File: config.mk
export PLATFORM = sky130hd
export DESIGN_NAME = adc_sampler_flat
export DESIGN_NICKNAME = d
export VERILOG_FILES = /design/src/rtl/adc_sampler_if.sv /design/src/rtl/adc_sampler.sv /design/src/flat_wrapper.sv
export SDC_FILE = /design/constraint.sdc
export NUM_CORES = 1
export LEC_CHECK = 0
export ABC_AREA = 0
export BUFFER_PORTS_ARGS = -buffer_cell sky130_fd_sc_hd__buf_4
export CAP_MARGIN = 20
export CORE_MARGIN = 3
export CORE_UTILIZATION = 52
export DETAILED_ROUTE_END_ITERATION = 10
export PLACE_DENSITY = 0.82
export RECOVER_POWER = 100
export SETUP_SLACK_MARGIN = 0.3
export SLEW_MARGIN = 25
export SYNTH_ARGS = -nofsm -noshare
export SYNTH_HDL_FRONTEND = slang
export SYNTH_SLANG_ARGS = --single-unit
File: constraint.sdc
create_clock -name clock_clk -period 3.2 [get_ports clock_clk]
set_input_delay 0.32 -clock clock_clk [delete_from_list [all_inputs] [get_ports clock_clk]]
set_output_delay 0.32 -clock clock_clk [all_outputs]
set_load 0.05 [all_outputs]
File: src/rtl/adc_sampler_if.sv
// Command/response/sample bundle between the ADC sampler and the ADC core.
// master = sampler side, slave = ADC/consumer side.
interface adc_sampler_if;
    logic        command_valid;
    logic [4:0]  command_channel;
    logic        command_startofpacket;
    logic        command_endofpacket;
    logic        command_ready;
    logic        response_valid;
    logic [4:0]  response_channel;
    logic [11:0] response_data;
    logic        response_startofpacket;
    logic        response_endofpacket;
    logic        sample_valid;
    logic [4:0]  sample_channel;
    logic [11:0] sample_data;
    logic        error;

    modport master (
        output command_valid, command_channel,
        output command_startofpacket, command_endofpacket,
        input  command_ready,
        input  response_valid, response_channel, response_data,
        input  response_startofpacket, response_endofpacket,
        output sample_valid, sample_channel, sample_data, error
    );

    modport slave (
        input  command_valid, command_channel,
        input  command_startofpacket, command_endofpacket,
        output command_ready,
        output response_valid, response_channel, response_data,
        output response_startofpacket, response_endofpacket,
        input  sample_valid, sample_channel, sample_data, error
    );
endinterface

File: src/rtl/adc_sampler.sv
// Round-robin ADC scanner: issues one conversion per slot, averages
// 2^AVG_LOG2 results per channel and strobes the mean out.
module adc_sampler #(
    parameter int NUM_CH   = 2,
    parameter int CH0      = 1,
    parameter int AVG_LOG2 = 4,
    parameter int TIMEOUT  = 1023
) (
    input  logic clock_clk,
    input  logic reset_sink_reset,
    input  logic enable,
    adc_sampler_if.master bus
);
    localparam int SW = (NUM_CH > 1) ? $clog2(NUM_CH) : 1;
    localparam int AW = 12 + AVG_LOG2;
    localparam int CW = AVG_LOG2 + 1;
    localparam int TW = $clog2(TIMEOUT + 1);

    typedef enum logic [1:0] {IDLE, CMD, WAIT} state_t;

    state_t        state;
    state_t        state_nxt;
    logic [SW-1:0] slot;
    logic [AW-1:0] acc [NUM_CH];
    logic [CW-1:0] cnt [NUM_CH];
    logic [TW-1:0] tcnt;
    logic [4:0]    cur_ch;
    logic [AW-1:0] sum;
    logic          hs;
    logic          hit;
    logic          miss;
    logic          tmo;
    logic          last;

    assign cur_ch = 5'(CH0) + 5'(slot);
    assign hs     = bus.command_valid && bus.command_ready;
    assign hit    = (state == WAIT) && bus.response_valid
                 && (bus.response_channel == cur_ch);
    assign miss   = (state == WAIT) && bus.response_valid
                 && (bus.response_channel != cur_ch);
    assign tmo    = (state == WAIT) && !hit
                 && (tcnt == TW'(TIMEOUT - 1));
    assign sum    = acc[slot] + AW'(bus.response_data);
    assign last   = (cnt[slot] == CW'((2 ** AVG_LOG2) - 1));

    // State register
    always_ff @(posedge clock_clk or posedge reset_sink_reset) begin
        if (reset_sink_reset) state <= IDLE;
        else                  state <= state_nxt;
    end

    // Next-state: a timeout retries the same slot regardless of enable
    always_comb begin
        state_nxt = state;
        unique case (state)
            IDLE: if (enable) state_nxt = CMD;
            CMD:  if (hs) state_nxt = WAIT;
            WAIT: begin
                if (hit)      state_nxt = enable ? CMD : IDLE;
                else if (tmo) state_nxt = CMD;
            end
            default: state_nxt = IDLE;
        endcase
    end

    // Command outputs follow the state; channel tracks the current slot
    always_comb begin
        bus.command_valid         = (state == CMD);
        bus.command_startofpacket = (state == CMD);
        bus.command_endofpacket   = (state == CMD);
        bus.command_channel       = cur_ch;
    end

    // Slot, accumulators, timeout counter, sample output and error flag
    always_ff @(posedge clock_clk or posedge reset_sink_reset) begin
        if (reset_sink_reset) begin
            slot               <= '0;
            tcnt               <= '0;
            bus.sample_valid   <= 1'b0;
            bus.sample_channel <= '0;
            bus.sample_data    <= '0;
            bus.error          <= 1'b0;
            for (int i = 0; i < NUM_CH; i++) begin
                acc[i] <= '0;
                cnt[i] <= '0;
            end
        end else begin
            bus.sample_valid <= 1'b0;
            if (hs || hit || tmo)  tcnt <= '0;
            else if (state == WAIT) tcnt <= tcnt + 1'b1;
            if (miss || tmo) bus.error <= 1'b1;
            if (hit) begin
                slot <= (slot == SW'(NUM_CH - 1)) ? '0 : slot + 1'b1;
                if (last) begin
                    acc[slot]          <= '0;
                    cnt[slot]          <= '0;
                    bus.sample_valid   <= 1'b1;
                    bus.sample_channel <= cur_ch;
                    bus.sample_data    <= 12'(sum >> AVG_LOG2);
                end else begin
                    acc[slot] <= sum;
                    cnt[slot] <= cnt[slot] + 1'b1;
                end
            end
        end
    end
endmodule

File: src/flat_wrapper.sv
// flat-port wrapper written by rule: the top's interface ports become plain ports
module adc_sampler_flat 
#(
    parameter int NUM_CH   = 2,
    parameter int CH0      = 1,
    parameter int AVG_LOG2 = 4,
    parameter int TIMEOUT  = 1023
)
  (clock_clk, reset_sink_reset, enable, bus_command_valid, bus_command_channel, bus_command_startofpacket, bus_command_endofpacket, bus_command_ready, bus_response_valid, bus_response_channel, bus_response_data, bus_response_startofpacket, bus_response_endofpacket, bus_sample_valid, bus_sample_channel, bus_sample_data, bus_error);
  adc_sampler_if bus_i ();
  input  logic clock_clk;
  input  logic reset_sink_reset;
  input  logic enable;
  output wire logic [$bits(bus_i.command_valid)-1:0] bus_command_valid;
  output wire logic [$bits(bus_i.command_channel)-1:0] bus_command_channel;
  output wire logic [$bits(bus_i.command_startofpacket)-1:0] bus_command_startofpacket;
  output wire logic [$bits(bus_i.command_endofpacket)-1:0] bus_command_endofpacket;
  input wire logic [$bits(bus_i.command_ready)-1:0] bus_command_ready;
  input wire logic [$bits(bus_i.response_valid)-1:0] bus_response_valid;
  input wire logic [$bits(bus_i.response_channel)-1:0] bus_response_channel;
  input wire logic [$bits(bus_i.response_data)-1:0] bus_response_data;
  input wire logic [$bits(bus_i.response_startofpacket)-1:0] bus_response_startofpacket;
  input wire logic [$bits(bus_i.response_endofpacket)-1:0] bus_response_endofpacket;
  output wire logic [$bits(bus_i.sample_valid)-1:0] bus_sample_valid;
  output wire logic [$bits(bus_i.sample_channel)-1:0] bus_sample_channel;
  output wire logic [$bits(bus_i.sample_data)-1:0] bus_sample_data;
  output wire logic [$bits(bus_i.error)-1:0] bus_error;
  assign bus_command_valid = bus_i.command_valid;
  assign bus_command_channel = bus_i.command_channel;
  assign bus_command_startofpacket = bus_i.command_startofpacket;
  assign bus_command_endofpacket = bus_i.command_endofpacket;
  assign bus_i.command_ready = bus_command_ready;
  assign bus_i.response_valid = bus_response_valid;
  assign bus_i.response_channel = bus_response_channel;
  assign bus_i.response_data = bus_response_data;
  assign bus_i.response_startofpacket = bus_response_startofpacket;
  assign bus_i.response_endofpacket = bus_response_endofpacket;
  assign bus_sample_valid = bus_i.sample_valid;
  assign bus_sample_channel = bus_i.sample_channel;
  assign bus_sample_data = bus_i.sample_data;
  assign bus_error = bus_i.error;
  adc_sampler #(.NUM_CH(NUM_CH), .CH0(CH0), .AVG_LOG2(AVG_LOG2), .TIMEOUT(TIMEOUT)) u_core (.clock_clk(clock_clk), .reset_sink_reset(reset_sink_reset), .enable(enable), .bus(bus_i));
endmodule
==> flow_summary.toml, run 1 <==
[global_routing]
grt_overflow = 0
grt.total_usage_pct = 19.5
grt_max_degree = 72
grt_pass1_vias = 3036
grt_pass1_wl_um = 13400
antenna_found_initial = 0

[sta]
hold_ws_ns = 0.244
drv_slew = 72
fin_crit_sh_pct = 91.9
setup_violations = 0
min_period_ns = 2.94
skew_ns = 0.00876
grt_setup_unrepaired = "true"
tns_ns = 0
max_freq_ghz = 0.340
worst_slew_margin_rel_pct = -14.2
finalHoldViolCount = 0
worst_pin_slew_ns = 1.71

[logic_synthesis]
synth_top_flop_cell = "dfrtp_1"
synth-async-reset-ratio_pct = 100
syn_area_per_cell_um2 = 9.58
seq_area_frac_synth_pct = 45.4
yosys_warnings = 0
postSynthCellCount = 409
synth_cell_type_count = 56
synth.cell_area_mm2 = 0.00392
synth_edf_count = 0
yosys.area.top_type = "dfrtp_1"
synth-seq-cells = 71
netlist.area_leader.share_pct = 45.4
yosysMostFrequentCell = "nand2_1"
synth_common_cells = "77 x nand2_1, 71 x dfrtp_1, 41 x o21ai_0, 20 x nor2_1"
synthTopCellsByArea = "dfrtp_1 45%, nand2_1 7.4%, o21ai_0 5.2%"

[finish]
diodes = 0
syn2layout_area_growth_pct = 14.5
drive_gt1_share_pct = 17.2
seqCellArea_mm2 = 0.00178
multi_input_area_mm2 = 0.00200
fin_nets = 495
fillers = 617

[critical_path]
worstPathArrival_ns = 3.15
required_ns = 3.41
critPathKind = "flop to flop"
worstSetupStartpointType = "flop"
cp-end-kind = "flop"
cp_max_fo = 7

[place]
hpwl_um = 5610
gp_congestion = 0.821
port_buffers = 42

[clocking]
clock_latency_ns = 0.35
cts_hold_buf = 0
clock-sinks = 71
h-tree-depth = 3
root_buffer = "clkbuf_8"
cts_buffers = 9
cts_tree = "done"
cts.path.max_buffers = 2
clkTransAtPathRegs_ns = 0.07

[pwr]
power_uw = 2550
seqPwrFrac_pct = 40.6
p_per_area_mw_per_mm2 = 568
p_clk_share_pct = 28.4
leakagePower_uw = 0.00209
power.internal_uw = 1680
peakVddDrop_mv = 0.199
netSwitchingPower_uw = 871
combPwrFrac_pct = 31.0
p_sw_share_pct = 34.2

[route]
avgViaCountPerCell = 5.55
vias = 3090
ant_nets = 0
wl_per_cell_um = 14.6
first_pass_iters = 4
drt-total-wl_um = 8110
drt_iter0_drc = 190
drt_drc_violations_left = 0

[floorplan]
die_h_um = 92.8
die-area_mm2 = 0.00861
die_w_um = 92.8
pin_count = 51
rows = 31
start_util_pct = 53.7
coreArea_mm2 = 0.00729

[outcome]
status = "complete, but fails checks"
violations = "max-capacitance violations, max-slew violations"

[min_path]
hp-class = "input port to flop"

[job]
cap_violations = 1
## layer usage
layer,up-vias,track usage [%],part of all wire [%]
li1,1509,-,-
met1,1509,24.5,44
met2,57,32.7,50
met3,15,3.25,3.7
met4,0,9.16,2.1
met5,-,0,0
## cell type report
type	instances	share of cell area, %
Multi-Input combinational cell	309	44.7
Sequential cell	71	39.6
Timing Repair Buffer	57	8.01
Clock buffer	12	3.46
Tap cell	99	2.76
Clock inverter	3	0.949
Inverter	6	0.502
## worst paths after layout
check	to	depth (start not counted)	slack, ns	from
worst max register to register	u_core.acc[14]	9	0.26	u_core.slot
min in group asynchronous	u_core.bus.sample_channel[1]	3	0.58	reset_sink_reset
worst min register to register	u_core.bus.error	1	0.46	u_core.bus.error
max in group asynchronous	u_core.cnt[3]	3	1.60	reset_sink_reset
worst max-delay path	u_core.acc[14]	9	0.26	u_core.slot
worst min-delay path	u_core.state[1]	3	0.24	bus_command_ready
## what timing repair did
action                                  CTS  global route
resized for setup                         2             6
pin swaps                                 0             1
buffers inserted                          0             3
endpoints found under the setup margin   22            24
## per-stage QoR
step / std cells / instance area [um^2] / setup WS [ns] / utilization, %
6_report: 557 / 4480 / 0.259 / 61.5
5_1_grt: 557 / 4480 / 0.167 / 61.5
4_1_cts: 554 / 4520 / 0.320 / 62.0
3_5_place_dp: 539 / 4320 / 0.121 / 59.2
3_3_place_gp: 539 / 4320 / 0.210 / 59.2
2_1_floorplan: 414 / 3950 / 0.319 / -
## power by group through the flow
stage,Clock [uW],Combinational (uW),Sequential [uW]
floorplan,0,623,1030
global placement,0,732,1050
detailed placement,0,753,1060
CTS,738,761,1040
global route,769,868,1040
finish,722,791,1040
## critical path, stage by stage (launching register included)
cell and delay, ns:
dfrtp_1 0.56, buf_12 0.16, mux2_2 0.33, ha_1 0.36
nand4_1 0.14, o221ai_1 0.34, nand2_1 0.18, a311oi_1 0.36
a2bb2oi_2 0.23, o21ai_0 0.12
## cells by family (layout without fill, tap and decap cells)
family                   Yosys count  after routing  synth area share [%]
flip-flops                        71             71                  45.4
XOR/XNOR                          22             22                  4.92
buffers and inverters             34             78                  4.47
AO/OA/AOI/OAI                     98             98                  15.6
other                              1              6                0.0957
AND/OR/NAND/NOR                  142            142                  17.2
adder cells (fa/ha/maj)           17             17                  5.62
multiplexers                      24             24                  6.83
## placed cells by master (no fill, tap or decap), types with 3 or more instances in the layout
cell      netlist  routed
xnor2_1        10       9
xor2_1         12      12
a21oi_2         0       3
mux2_2         17      16
nand2b_1       10      10
a31oi_1         3       3
buf_4           9      31
nor2_1         20      20
dfrtp_1        71      71
inv_1           6       6
ha_1           16      15
and3_1          5       5
o31ai_1        15      15
nor2b_1         5       5
o21ai_0        41      41
a211oi_1        3       3
nand2_1        77      77
a21oi_1        17      14
mux2i_1         5       5
conb_1          1       6
clkbuf_1       11      23
nand3_1         3       3
o211ai_1        2       3
nand4_1         5       5
clkbuf_8        0      11
## sequential cells by signal, summed over array words and instances (netlist names)
register,cells
u_core.tcnt,10
u_core.bus.sample_data,12
u_core.cnt,10
u_core.bus.sample_valid,1
u_core.bus.sample_channel,2
u_core.acc,32
u_core.bus.error,1
u_core.slot,1
u_core.state,2
Power figures use the tool's default switching activity.
==> run 2: changes to the inputs <==
--- a/config.mk
+++ b/config.mk
@@ -12,7 +12,6 @@
 export CORE_UTILIZATION = 52
 export DETAILED_ROUTE_END_ITERATION = 10
 export PLACE_DENSITY = 0.82
-export RECOVER_POWER = 100
 export SETUP_SLACK_MARGIN = 0.3
 export SLEW_MARGIN = 25
 export SYNTH_ARGS = -nofsm -noshare
==> run 2 against run 1 <==
Against the previous run: the flow now finishes without violations; first-iteration DRC count is 23% lower; sequential share of layout area is 0.84 points lower; global-route usage stayed put; fmax is 3.9% higher; register-to-register slack better by 0.11 ns; wire length is 0.43% higher; worst setup slack better by 0.11 ns; critical path type unchanged; largest cell class unchanged.
==> flow_summary.toml, run 2 (synthesized netlist as in run 1, its figures left out) <==
[sta]
finalHoldViolCount = 0
grt_setup_unrepaired = "true"
setup_violations = 0
tns_ns = 0
max_freq_ghz = 0.353
skew_ns = 0.0117
min_period_ns = 2.83
fin_crit_sh_pct = 88.4
worst_pin_slew_ns = 0.890
worst_slew_margin_rel_pct = 40.7
drv_slew = 0
setup_ws_ns = 0.370

[pwr]
peakVddDrop_mv = 0.199
p_per_area_mw_per_mm2 = 562
leakagePower_uw = 0.00218
power_uw = 2580

[finish]
drive_gt1_share_pct = 22.9
syn2layout_area_growth_pct = 17.0
multi_input_area_mm2 = 0.00202
fin_util_pct = 62.9
seqCellArea_mm2 = 0.00178
top_register = "u_core.acc"
fillers = 591
layout.cells.most_common = "nand2_1"
fin_area_mm2 = 0.00458
largest_reg_flops = 32
diodes = 0
fin_nets = 495
top_regs = "u_core.acc x32, u_core.bus.sample_data x12"
final_cell_mix = "77 x nand2_1, 70 x dfrtp_1, 55 x buf_4"

[critical_path]
critPathTopFamily = "compound AO/OA/AOI/OAI gates"
r2r_start = "u_core.slot"
max_stage_delay_ns = 0.48
crit_buf_inv = 1
cpMaxStageDelayCell = "dfrtp_2"
timing.rr.end = "u_core.acc[14]"
crit_chain = "buf_12 > mux2_2 > ha_1 > nand4_1 > o221ai_1 > nand2_1 > a311oi_1 > a2bb2oi_2 > o21ai_0"
crit_start = "u_core.slot"
cp_max_fo = 7
worstSetupStartpointType = "flop"
cp-end-kind = "flop"
reg2reg_slack_ns = 0.37
worstPathArrival_ns = 3.04
critPathKind = "flop to flop"
rr_worst_depth = 9
path_depth = 9
required_ns = 3.41

[place]
hpwl_um = 5610
port_buffers = 42
gp_congestion = 0.821
dp_slack_ns = 0.121
place_area_mm2 = 0.00432

[route]
ant_nets = 0
wl_per_cell_um = 14.6
drt_iter0_drc = 147
vias = 3100
drt-total-wl_um = 8150
drt_drc_violations_left = 0
first_pass_iters = 4
avgViaCountPerCell = 5.57

[clocking]
clock_latency_ns = 0.35
cts_buffers = 9
h-tree-depth = 3
clkTransAtPathRegs_ns = 0.08
clock-sinks = 71
cts.path.max_buffers = 2
root_buffer = "clkbuf_8"
cts_hold_buf = 0
cts_tree = "done"

[floorplan]
die_h_um = 92.8
start_util_pct = 53.7
die-area_mm2 = 0.00861
rows = 31
coreArea_mm2 = 0.00729
die_w_um = 92.8
pin_count = 51

[global_routing]
grt_overflow = 0
antenna_found_initial = 0
grt_max_degree = 72
grt_pass1_wl_um = 13400
grt.total_usage_pct = 19.5
grt_pass1_vias = 3036

[min_path]
hp-class = "input port to async pin"

[outcome]
status = "completed"

[job]
cap_violations = 0
## run 2: worst register-to-register path, stage by stage, from the launching register on
cell and delay [ns]:
dfrtp_2 0.48, buf_12 0.15, mux2_2 0.33, ha_1 0.37, nand4_1 0.14, o221ai_1 0.34
nand2_1 0.18, a311oi_1 0.36, a2bb2oi_2 0.23, o21ai_0 0.12
## run 2: how the worst max path moves through the flow
stage | to
after global placement | u_core.acc[15]
after global routing | u_core.bus.sample_data[10]
final | u_core.acc[14]
after floorplan | u_core.acc[29]
after CTS | u_core.acc[29]
after detailed placement | u_core.acc[15]
## run 2: per-stage QoR
stage / hold WS [ns] / cells
CTS: 0.238 / 554
global placement: 0.443 / 539
detailed placement: 0.446 / 539
finish: 0.224 / 557
global route: 0.305 / 557
floorplan: 0.433 / 414
## run 2: power breakdown
group	switching [uW]	internal, uW	leakage, uW
Combinational	483	331	0.00111
Clock	329	398	0.0000985
Sequential	66.1	970	0.000968
## run 2: layout make-up
type,instances,area share (%)
Clock buffer,12,3.38
Clock inverter,3,0.928
Inverter,6,0.491
Multi-Input combinational cell,309,44.0
Sequential cell,71,38.8
Tap cell,99,2.70
Timing Repair Buffer,57,9.69
## run 2: what timing repair did
action | 4_1_cts | 5_1_grt
endpoints found under the setup margin | 22 | 24
pin swaps | 0 | 1
resized for setup | 2 | 6
endpoints found under the hold margin | 0 | 0
setup buffers | 0 | 3
## run 2: routing by layer
metal	global-route usage [%]	share of wire [%]	wire [um]
met4	9.16	1.9	153
met3	3.25	3.6	296
met5	0	0	0
met2	32.7	50	4100
met1	24.5	44	3600
==> run 3: changes to the inputs <==
--- a/config.mk
+++ b/config.mk
@@ -9,11 +9,13 @@
 export BUFFER_PORTS_ARGS = -buffer_cell sky130_fd_sc_hd__buf_4
 export CAP_MARGIN = 20
 export CORE_MARGIN = 3
-export CORE_UTILIZATION = 52
+export CORE_UTILIZATION = 54
+export CTS_BUF_LIST = sky130_fd_sc_hd__clkbuf_4
 export DETAILED_ROUTE_END_ITERATION = 10
-export PLACE_DENSITY = 0.82
+export HOLD_SLACK_MARGIN = 0.08
+export PLACE_DENSITY = 0.84
 export SETUP_SLACK_MARGIN = 0.3
-export SLEW_MARGIN = 25
+export SLEW_MARGIN = 20
 export SYNTH_ARGS = -nofsm -noshare
 export SYNTH_HDL_FRONTEND = slang
 export SYNTH_SLANG_ARGS = --single-unit
==> run 3 against run 2 <==
Against the previous run: critical path depth is 1 higher; sequential power about the same; wire length up 1.8%; critical endpoint is now u_core.acc[29]; largest power group unchanged.
==> flow_summary.toml, run 3 (synthesized netlist as in run 1, its figures left out) <==
[sta]
tns_ns = 0
max_freq_ghz = 0.353
worst_slew_margin_rel_pct = 54.8
setup_violations = 0
skew_ns = 0.0131
drv_slew = 0
grt_setup_unrepaired = "false"
fin_crit_sh_pct = 88.5
setup_ws_ns = 0.367
min_period_ns = 2.83
worst_pin_slew_ns = 0.678
finalHoldViolCount = 0

[place]
dp_slack_ns = 0.175
place_area_mm2 = 0.00432
port_buffers = 42
placed_cells = 535
gp_congestion = 0.836
hpwl_um = 5860

[critical_path]
cp_max_fo = 5
max_stage_delay_ns = 0.46
rr_worst_depth = 10
cpMaxStageDelayCell = "or4_1"
crit_chain = "buf_2 > buf_4 > mux2_2 > ha_1 > nand2_1 > o21a_1 > a2bb2oi_1 > and2_4 > or4_1 > nand3_1"
critPathTopFamily = "simple AND/OR/NAND/NOR gates"
crit_buf_inv = 2
required_ns = 3.57
worstPathArrival_ns = 3.20
critPathKind = "flop to flop"
cp-end-kind = "flop"
worstSetupStartpointType = "flop"
path_depth = 10

[finish]
largest_reg_flops = 32
diodes = 0
top_regs = "u_core.acc x32, u_core.bus.sample_data x12"
fin_nets = 497
drive_gt1_share_pct = 23.2
layout.cells.most_common = "nand2_1"
fin_area_mm2 = 0.00454
syn2layout_area_growth_pct = 15.8
top_register = "u_core.acc"
final_cell_mix = "77 x nand2_1, 70 x dfrtp_1, 55 x buf_4"
final_cells = 557

[pwr]
leakagePower_uw = 0.00217
peakVddDrop_mv = 0.234
power_uw = 2450
p_per_area_mw_per_mm2 = 540

[floorplan]
die_h_um = 91.2
die-area_mm2 = 0.00831
start_util_pct = 56.7
rows = 30
die_w_um = 91.2
coreArea_mm2 = 0.00691
pin_count = 51

[min_path]
hold_depth = 3
hp-class = "input port to flop"

[clocking]
h-tree-depth = 3
clock_latency_ns = 0.43
clkTransAtPathRegs_ns = 0.12
cts_tree = "done"
root_buffer = "clkbuf_4"
cts.path.max_buffers = 2
clock-sinks = 71
cts_buffers = 9

[global_routing]
grt_pass1_wl_um = 14000
antenna_found_initial = 0
grt.total_usage_pct = 20.7
grt_pass1_vias = 3115
grt_max_degree = 36
grt_overflow = 0

[route]
avgViaCountPerCell = 5.59
drt_drc_violations_left = 0
drt-total-wl_um = 8300
drt_iter0_drc = 155
vias = 3114
first_pass_iters = 5
ant_nets = 0
wl_per_cell_um = 14.9

[outcome]
status = "completed"

[job]
cap_violations = 0
## run 3: path summary, 6_finish.rpt
check / start / endpoint / slack (ns)
min in group asynchronous: reset_sink_reset / u_core.tcnt[8] / 0.50
max reg2reg: u_core.slot / u_core.acc[29] / 0.37
min: bus_command_ready / u_core.state[1] / 0.15
max in group asynchronous: reset_sink_reset / u_core.acc[8] / 1.98
min reg2reg: u_core.bus.error / u_core.bus.error / 0.48
max: u_core.slot / u_core.acc[29] / 0.37
## run 3: power by group
part	switching [uW]	internal, uW	leakage, uW
sequential	61.8	970	0.000968
clock	338	239	0.0000723
combinational	499	341	0.00113
total	899	1550	0.00217
## run 3: layout make-up
type / instances / area [um^2]
multi-input cells: 309 / 2010
repair buffers: 59 / 468
inverters: 6 / 22.5
flip-flops and latches: 71 / 1780
well taps: 96 / 120
clock inverters: 7 / 72.6
clock buffers: 9 / 67.6
fillers: 561 / 2370
## run 3: worst register-to-register path, cell delays in order, from the launching register on
cell and delay (ns):
dfrtp_2 0.44, buf_2 0.21, buf_4 0.16, mux2_2 0.33, ha_1 0.39, nand2_1 0.11, o21a_1 0.21, a2bb2oi_1 0.18
and2_4 0.19, or4_1 0.46, nand3_1 0.09
## run 3: routing by layer
layer / wire (um) / up-vias / part of all wire [%] / GRT usage [%]
li1: - / 1516 / - / -
met1: 3720 / 1514 / 45 / 26.4
met3: 324 / 14 / 3.9 / 3.98
met4: 156 / 0 / 1.9 / 6.91
met5: 0 / - / 0 / 0
met2: 4100 / 70 / 49 / 35.4
## run 3: stage by stage
step,hold WS [ns],utilization [%]
2_1_floorplan,0.433,-
3_3_place_gp,0.402,62.5
3_5_place_dp,0.412,62.5
4_1_cts,0.147,64.9
5_1_grt,0.164,65.7
6_report,0.154,65.7
## run 3: what timing repair did
| item | 4_1_cts | 5_1_grt |
|---|---|---|
| pin swaps | 0 | 0 |
| endpoints found under the setup margin | 18 | 23 |
| buffers inserted | 2 | 3 |
| hold buffers | 1 | 0 |
| resized for setup | 1 | 5 |
| hold endpoints to repair | 25 | 0 |
